[config.mk]
export PLATFORM = sky130hd
export DESIGN_NAME = evu_counter_bank
export DESIGN_NICKNAME = d
export VERILOG_FILES = /design/src/rtl/evu_counter_bank.sv
export SDC_FILE = /design/constraint.sdc
export NUM_CORES = 1
export LEC_CHECK = 0
export BUFFER_PORTS_ARGS = -buffer_cell sky130_fd_sc_hd__clkbuf_2
export CORE_UTILIZATION = 55
export DETAILED_ROUTE_END_ITERATION = 10
export PLACE_DENSITY = 0.74
export SLEW_MARGIN = 20
export SYNTH_ARGS = -nofsm -noshare
export SYNTH_HDL_FRONTEND = slang
export SYNTH_SLANG_ARGS = --single-unit
export TNS_END_PERCENT = 1
[constraint.sdc]
create_clock -name clk_i -period 2.6 [get_ports clk_i]
set_clock_uncertainty 0.05 [all_clocks]
set_input_delay 0.26 -clock clk_i [delete_from_list [all_inputs] [get_ports clk_i]]
set_output_delay 0.26 -clock clk_i [all_outputs]
set_load 0.02 [all_outputs]
[src/rtl/evu_counter_bank.sv]
`default_nettype none
// ============================================================================
// Module   : evu_counter_bank
// Purpose  : Bank of programmable hardware event counters. Each counter owns
//            a 4-bit event-select register that drives its event mux, samples
//            the single-bit event returned by that mux and accumulates it
//            into a CNT_WIDTH-bit counter. A shared status register holds
//            sticky overflow flags, per-counter inhibits and overflow
//            interrupt enables.
// Ports    : clk_i, rst_ni        - clock, asynchronous active-low reset
//            debug_mode_i        - freezes all counting while high
//            evu_event_i[k]      - event from the mux selected by counter k
//            sel_line_o[4k+3:4k] - event select for counter k
//            csr_we_i/csr_re_i   - register write/read strobes
//            csr_idx_i           - counter index
//            csr_reg_i           - kind: 0 select, 1 counter, 2 status, 3 rsvd
//            csr_wdata_i         - write data
//            csr_rdata_o         - registered read data (holds between reads)
//            csr_rvalid_o        - one-cycle read-valid pulse
//            ovf_irq_o           - level overflow interrupt
// Revision : 1.0 - initial release
// ============================================================================
module evu_counter_bank #(
   parameter int NUM_COUNTERS = 4,
   parameter int CNT_WIDTH    = 64,
   parameter int IDX_W        = (NUM_COUNTERS > 1) ? $clog2(NUM_COUNTERS) : 1
) (
   input  logic                      clk_i,
   input  logic                      rst_ni,
   input  logic                      debug_mode_i,
   input  logic [NUM_COUNTERS-1:0]   evu_event_i,
   output logic [4*NUM_COUNTERS-1:0] sel_line_o,
   input  logic                      csr_we_i,
   input  logic                      csr_re_i,
   input  logic [IDX_W-1:0]          csr_idx_i,
   input  logic [1:0]                csr_reg_i,
   input  logic [63:0]               csr_wdata_i,
   output logic [63:0]               csr_rdata_o,
   output logic                      csr_rvalid_o,
   output logic                      ovf_irq_o
);

   localparam int         N         = NUM_COUNTERS;
   localparam logic [1:0] KIND_SEL  = 2'd0;
   localparam logic [1:0] KIND_CNT  = 2'd1;
   localparam logic [1:0] KIND_STAT = 2'd2;

   logic [3:0]           sel [N];
   logic [CNT_WIDTH-1:0] cnt [N];
   logic [N-1:0]         ovf;
   logic [N-1:0]         inh;
   logic [N-1:0]         ovf_en;

   logic [N-1:0]         ovf_nxt;
   logic [N-1:0]         inh_nxt;
   logic [N-1:0]         ovf_en_nxt;
   logic [N-1:0]         inc;
   logic [N-1:0]         wrap;
   logic [N-1:0]         cnt_wr;
   logic [N-1:0]         sel_wr;
   logic                 stat_wr;
   logic                 idx_ok;
   logic [63:0]          rd_val;

   // Only the low bits of the write bus are architecturally meaningful.
   logic                 unused_wdata;
   assign unused_wdata = ^csr_wdata_i;

   assign idx_ok  = (32'(csr_idx_i) < 32'(N));
   assign stat_wr = csr_we_i && (csr_reg_i == KIND_STAT);

   for (genvar k = 0; k < N; k++) begin : g_ctl
      localparam logic [IDX_W-1:0] K_IDX = IDX_W'(k);

      assign sel_wr[k] = csr_we_i && (csr_reg_i == KIND_SEL) && (csr_idx_i == K_IDX);
      assign cnt_wr[k] = csr_we_i && (csr_reg_i == KIND_CNT) && (csr_idx_i == K_IDX);
      // Select codes 0 and 1 are unassigned, so bits [3:1] must be nonzero.
      assign inc[k]    = evu_event_i[k] && (sel[k][3:1] != 3'b000) && !inh[k] && !debug_mode_i;
      // A counter write drops the colliding event, so it cannot wrap either.
      assign wrap[k]   = inc[k] && !cnt_wr[k] && (&cnt[k]);
      assign sel_line_o[4*k +: 4] = sel[k];
   end

   // A wrap in the same cycle as a W1C of its flag keeps the flag set.
   assign ovf_nxt    = (stat_wr ? (ovf & ~csr_wdata_i[N-1:0]) : ovf) | wrap;
   assign inh_nxt    = stat_wr ? csr_wdata_i[2*N-1:N]   : inh;
   assign ovf_en_nxt = stat_wr ? csr_wdata_i[3*N-1:2*N] : ovf_en;

   // Read mux works on pre-edge state, so a same-cycle write or increment
   // is never visible to the read that coincides with it.
   always_comb begin
      rd_val = '0;
      case (csr_reg_i)
         KIND_SEL: begin
            for (int k = 0; k < N; k++) begin
               if (idx_ok && (csr_idx_i == IDX_W'(k))) rd_val = 64'(sel[k]);
            end
         end
         KIND_CNT: begin
            for (int k = 0; k < N; k++) begin
               if (idx_ok && (csr_idx_i == IDX_W'(k))) rd_val = 64'(cnt[k]);
            end
         end
         KIND_STAT: rd_val = 64'({ovf_en, inh, ovf});
         default:   rd_val = '0;
      endcase
   end

   always_ff @(posedge clk_i or negedge rst_ni) begin
      if (!rst_ni) begin
         for (int k = 0; k < N; k++) begin
            sel[k] <= '0;
            cnt[k] <= '0;
         end
         ovf          <= '0;
         inh          <= '0;
         ovf_en       <= '0;
         csr_rdata_o  <= '0;
         csr_rvalid_o <= 1'b0;
         ovf_irq_o    <= 1'b0;
      end else begin
         for (int k = 0; k < N; k++) begin
            if (sel_wr[k]) sel[k] <= csr_wdata_i[3:0];
            if (cnt_wr[k])   cnt[k] <= csr_wdata_i[CNT_WIDTH-1:0];
            else if (inc[k]) cnt[k] <= cnt[k] + CNT_WIDTH'(1);
         end
         ovf          <= ovf_nxt;
         inh          <= inh_nxt;
         ovf_en       <= ovf_en_nxt;
         csr_rvalid_o <= csr_re_i;
         if (csr_re_i) csr_rdata_o <= rd_val;
         // Built from next-state so the interrupt follows the causing edge.
         ovf_irq_o    <= |(ovf_nxt & ovf_en_nxt);
      end
   end

endmodule
`default_nettype wire

======== Yosys cells after proc, flatten, opt, wreduce, memory -nomap -nowiden ========
Index checks and enable logic that the tools add are counted.
word-level totals
  register bits after elaboration ......... 350
  input port bits ......................... 77
  output and inout bits ................... 82
  logic and storage cells ................. 101
operators by class
  $add $sub $neg .......................... 4
  equal/unequal tests ..................... 5
  mux-type cells .......................... 19
  bitwise operators ....................... 4
  reductions and logical operators ........ 55
operator list
  kind                     number
  $mux W64                 12
  $add A64 B1 Y64 const B  4
  $reduce_and A64 Y1       4
  $pmux W64 S3             1
  $logic_and A1 B1 Y1      31
  $mux W4                  6
  $reduce_bool A3 Y1       4
  $logic_not A1 Y1         9
  $and A4 B4 Y4            2
  $reduce_bool A2 Y1       4
  $eq A2 B2 Y1 const B     3
  $eq A2 B1 Y1 const B     2
  $logic_not A2 Y1         2
  $not A4 Y4               1
  $or A4 B4 Y4             1
  $reduce_or A4 Y1         1

======== Longest topological paths before layout ========
  depth after elaboration ................. 9
  mapped depth ............................ 9
  mapped depth without buffers ............ 7

======== Worst setup path after synthesis ========
Ideal clock, no wire load.
  path kind ............................... register -> register
  from .................................... register inh[2]
  to ...................................... register cnt[111] (netlist bit)
  setup time .............................. 0.082 ns
  arrival ................................. 2.165 ns
  data required time ...................... 2.468 ns
  path slack .............................. 0.303 ns
  stages on the path, launching flop included .. 7
  cells stage by stage .................... dfrtp_1 nand4bb_1 or3_1 nor4_4 nand4_2 or3_1 a31oi_1
between the ends
  cells in the longest elaborated chain, start to end .. 4
RTL lines
  what                                 RTL line  text
  from (decl)                          51        logic [N-1:0] inh;
  from (signal assigned)               128       inh <= inh_nxt;
  $logic_not A1 Y1                     78        assign inc[k] = evu_event_i[k] && (sel[k][3:1] != 3'b000) && !inh[k] && !debug_mode_i;
  $logic_and A1 B1 Y1 (2 in a row)     78
  $reduce_bool A2 Y1 (no source line)  -
  to (signal, indexed assignment)      124       if (cnt_wr[k]) cnt[k] <= csr_wdata_i[CNT_WIDTH-1:0];
  to (signal, indexed assignment)      125       else if (inc[k]) cnt[k] <= cnt[k] + CNT_WIDTH'(1);
  to (decl)                            49        logic [CNT_WIDTH-1:0] cnt [N];
Every way passes these cells.
A chain may end at the register's enable or synchronous reset.

======== Worst setup path after layout ========
Ends and elaborated chain as after synthesis.

==> impl_metrics.env <==
export IMPL_max_clock_path_buffers=3
export IMPL_drt_pass1_iterations=6
export IMPL_synth_seq_cells=350
export IMPL_period_share_pct=97.2
export IMPL_grt_first_pass_wirelength_um=103000
export IMPL_netlist_area_um2=20200
export IMPL_whs_ps=39.4
export IMPL_outcome="completed"
export IMPL_layoutNonFillerInstCount=2977
export IMPL_hold_viol_final=0
export IMPL_synth_simple_area_share_pct=23.7
export IMPL_vias=18432
export IMPL_syn_area_per_cell_um2=9.08
export IMPL_drive_above_1_share_pct=18.9
export IMPL_fin_crit_ps=2530
export IMPL_seq_area_frac_synth_pct=43.3
export IMPL_startpoint_type="register"
export IMPL_root_buffer="clkbuf_16"
export IMPL_relSlewSlack_pct=46.8
export IMPL_yosysWarnings=0
export IMPL_worstPathArrival_ps=2950
export IMPL_drv_slew=0
export IMPL_hold_depth=3
export IMPL_critical_path_peak_fanout=5
export IMPL_cts_sinks=350
export IMPL_row_count=69
export IMPL_hpwl_um=46800
export IMPL_area_delta_synth_final_pct=20.1
export IMPL_die_h_um=194
export IMPL_wl_per_cell_um=22.1
export IMPL_core_um2=35800
export IMPL_fmax_mhz=396
export IMPL_synth_xor_area_share_pct=10.6
export IMPL_cts_tree="built"
export IMPL_irDropWorstVdd_uv=435
export IMPL_fin_ws_ps=72.8
export IMPL_antenna_found_initial=0
export IMPL_synth_area_top_cells="dfrtp_1 43%, nand2_1 7.2%, mux4_2 6.8%"
export IMPL_synth_edff_count=0
export IMPL_place_ws_ps=-125
export IMPL_cts_buffers=39
export IMPL_synth_compound_gate_area_share_pct=9.79
export IMPL_async_reset_ff_share_pct=100
export IMPL_drv_cap=0
export IMPL_grt_max_degree=92
export IMPL_hold_class="in2reg"
export IMPL_critical_path_required_ps=3030
export IMPL_avgViaCountPerCell=6.19
export IMPL_synth_mux_area_fraction_pct=8.34
export IMPL_place_congestion=0.927
export IMPL_cts_max_level=2
export IMPL_synth_flop_cell="dfrtp_1"
export IMPL_layout_nets=2570
export IMPL_clk_pin_slew_ps=60
export IMPL_clock_latency_ps=560
export IMPL_dieWidth_um=194
export IMPL_grtUsageTotal_pct=35.4
export IMPL_port_buffers=158
export IMPL_netlist_top_cells_count="385 x nand2_1, 350 x dfrtp_1, 250 x o21ai_0, 155 x xnor2_1, 142 x nor2_1"
export IMPL_grt_pass1_vias=18010
export IMPL_overflow=0
export IMPL_drcViolationCount=0
export IMPL_rr_worst_depth=6
export IMPL_antenna_cells=0
export IMPL_drtAntennaViolNets=0
export IMPL_io_pins=159
export IMPL_setup_viol=0
export IMPL_leakagePower_nw=9.63
export IMPL_die_area_um2=37500
export IMPL_tightest_slew_ps=792
export IMPL_yosys_area_top_type="dfrtp_1"
export IMPL_synthAdderAreaFrac_pct=0.248
export IMPL_ys_types=62
export IMPL_synthCells=2226
export IMPL_critPathCaptureType="register"
export IMPL_rsz0062_at_grt="true"
export IMPL_power_density_nw_per_um2=744
export IMPL_synth_top_family_by_area="simple AND/OR/NAND/NOR gates"
export IMPL_drt_initial_drc_count=1722
export IMPL_start_util_pct=56.4
export IMPL_dp_cells=2852
export IMPL_finalWirelength_um=65800
export IMPL_p_total_mw=18.1
export IMPL_yosysTopAreaCellShare_pct=43.3
export IMPL_yosysMostFrequentCell="nand2_1"
export IMPL_syn_num_nets=2307
export IMPL_crit_type="reg2reg"
## critical path, stage by stage (launching register included)
cell,delay (ps)
dfrtp_1,420
nand4bb_1,310
or3_4,480
nor4_4,380
nand4_2,260
or3_1,360
a31oi_1,170
## metal layers
layer	up-vias	global-route usage, %	wire (um)
li1	8335	-	-
met1	8985	50.5	27800
met2	951	54.4	29900
met3	161	5.08	5590
met4	0	14.7	2480
met5	-	0	0
## repair_timing
action / in CTS / in global routing
gates resized for setup: 2 / 8
hold endpoints to repair: 266 / 0
pin swaps: 0 / 2
setup buffers: 0 / 0
setup endpoints to repair: 8 / 23
hold buffers: 57 / 0
## state kept, by name (all words and copies together), names as in the netlist
signal	flops
inh	4
ovf_irq_o	1
csr_rvalid_o	1
cnt	256
ovf_en	4
sel_line_o	16
ovf	4
csr_rdata_o	64
## kinds of logic after synthesis
kind of cell / Yosys count
buffers and inverters: 206
AND/OR/NAND/NOR: 964
flip-flops: 350
multiplexers: 88
AO/OA/AOI/OAI: 370
adder cells (fa/ha/maj): 4
XOR/XNOR: 244
## path summary, 6_finish.rpt
kind / startpoint / end / slack (ps)
min in group asynchronous: rst_ni / cnt[6]$_DFFE_PN0P_ / 220
max in group asynchronous: rst_ni / cnt[29]$_DFFE_PN0P_ / 1330
setup / recovery: inh[2]$_DFFE_PN0N_ / cnt[111]$_DFFE_PN0P_ / 70
hold / removal: csr_wdata_i[8] / cnt[200]$_DFFE_PN0P_ / 40
setup reg to reg: inh[2]$_DFFE_PN0N_ / cnt[111]$_DFFE_PN0P_ / 70
hold reg to reg: csr_rdata_o[53]$_DFFE_PN0P_ / csr_rdata_o[53]$_DFFE_PN0P_ / 470
## stage by stage
step / TNS, ps / util [%] / instance area, um^2
after floorplan: 0 / - / 20200
after global placement: -311 / 62.1 / 22200
after detailed placement: -755 / 62.1 / 22200
after CTS: 0 / 67.6 / 24200
after global routing: -257 / 67.7 / 24300
final: 0 / 67.7 / 24300
## power breakdown
part / switching (mW) / internal, mW
Sequential: 1.47 / 6.57
Clock: 2.37 / 3.69
Combinational: 2.05 / 1.92
## layout make-up
class                           instances  area [um^2]
Fill cell                            2931        11600
Multi-Input combinational cell       1670        10700
Sequential cell                       350         8760
Timing Repair Buffer                  340         2470
Clock buffer                           51         1140
Tap cell                              461          577
Inverter                               88          330
Clock inverter                         17          251
## cell usage in the layout, fill, tap and decap left out, types with 8 or more instances in the layout
cell type	n
nand2_1	385
dfrtp_1	350
o21ai_0	250
xnor2_1	155
clkbuf_2	155
nor2_1	141
buf_4	113
nand4_1	96
nand3_1	95
xor2_1	89
inv_1	87
nor3_1	74
mux4_2	61
a21oi_1	57
dlygate4sd3_1	57
clkbuf_16	41
and3_1	40
nor4_1	22
and4_1	19
mux2_2	19
or3_1	16
o21ai_1	13
buf_12	13
and2_1	12
nor4_2	12
a22oi_1	12
a31oi_1	9
clkbuf_8	8
(Power assumes the default switching activity.)
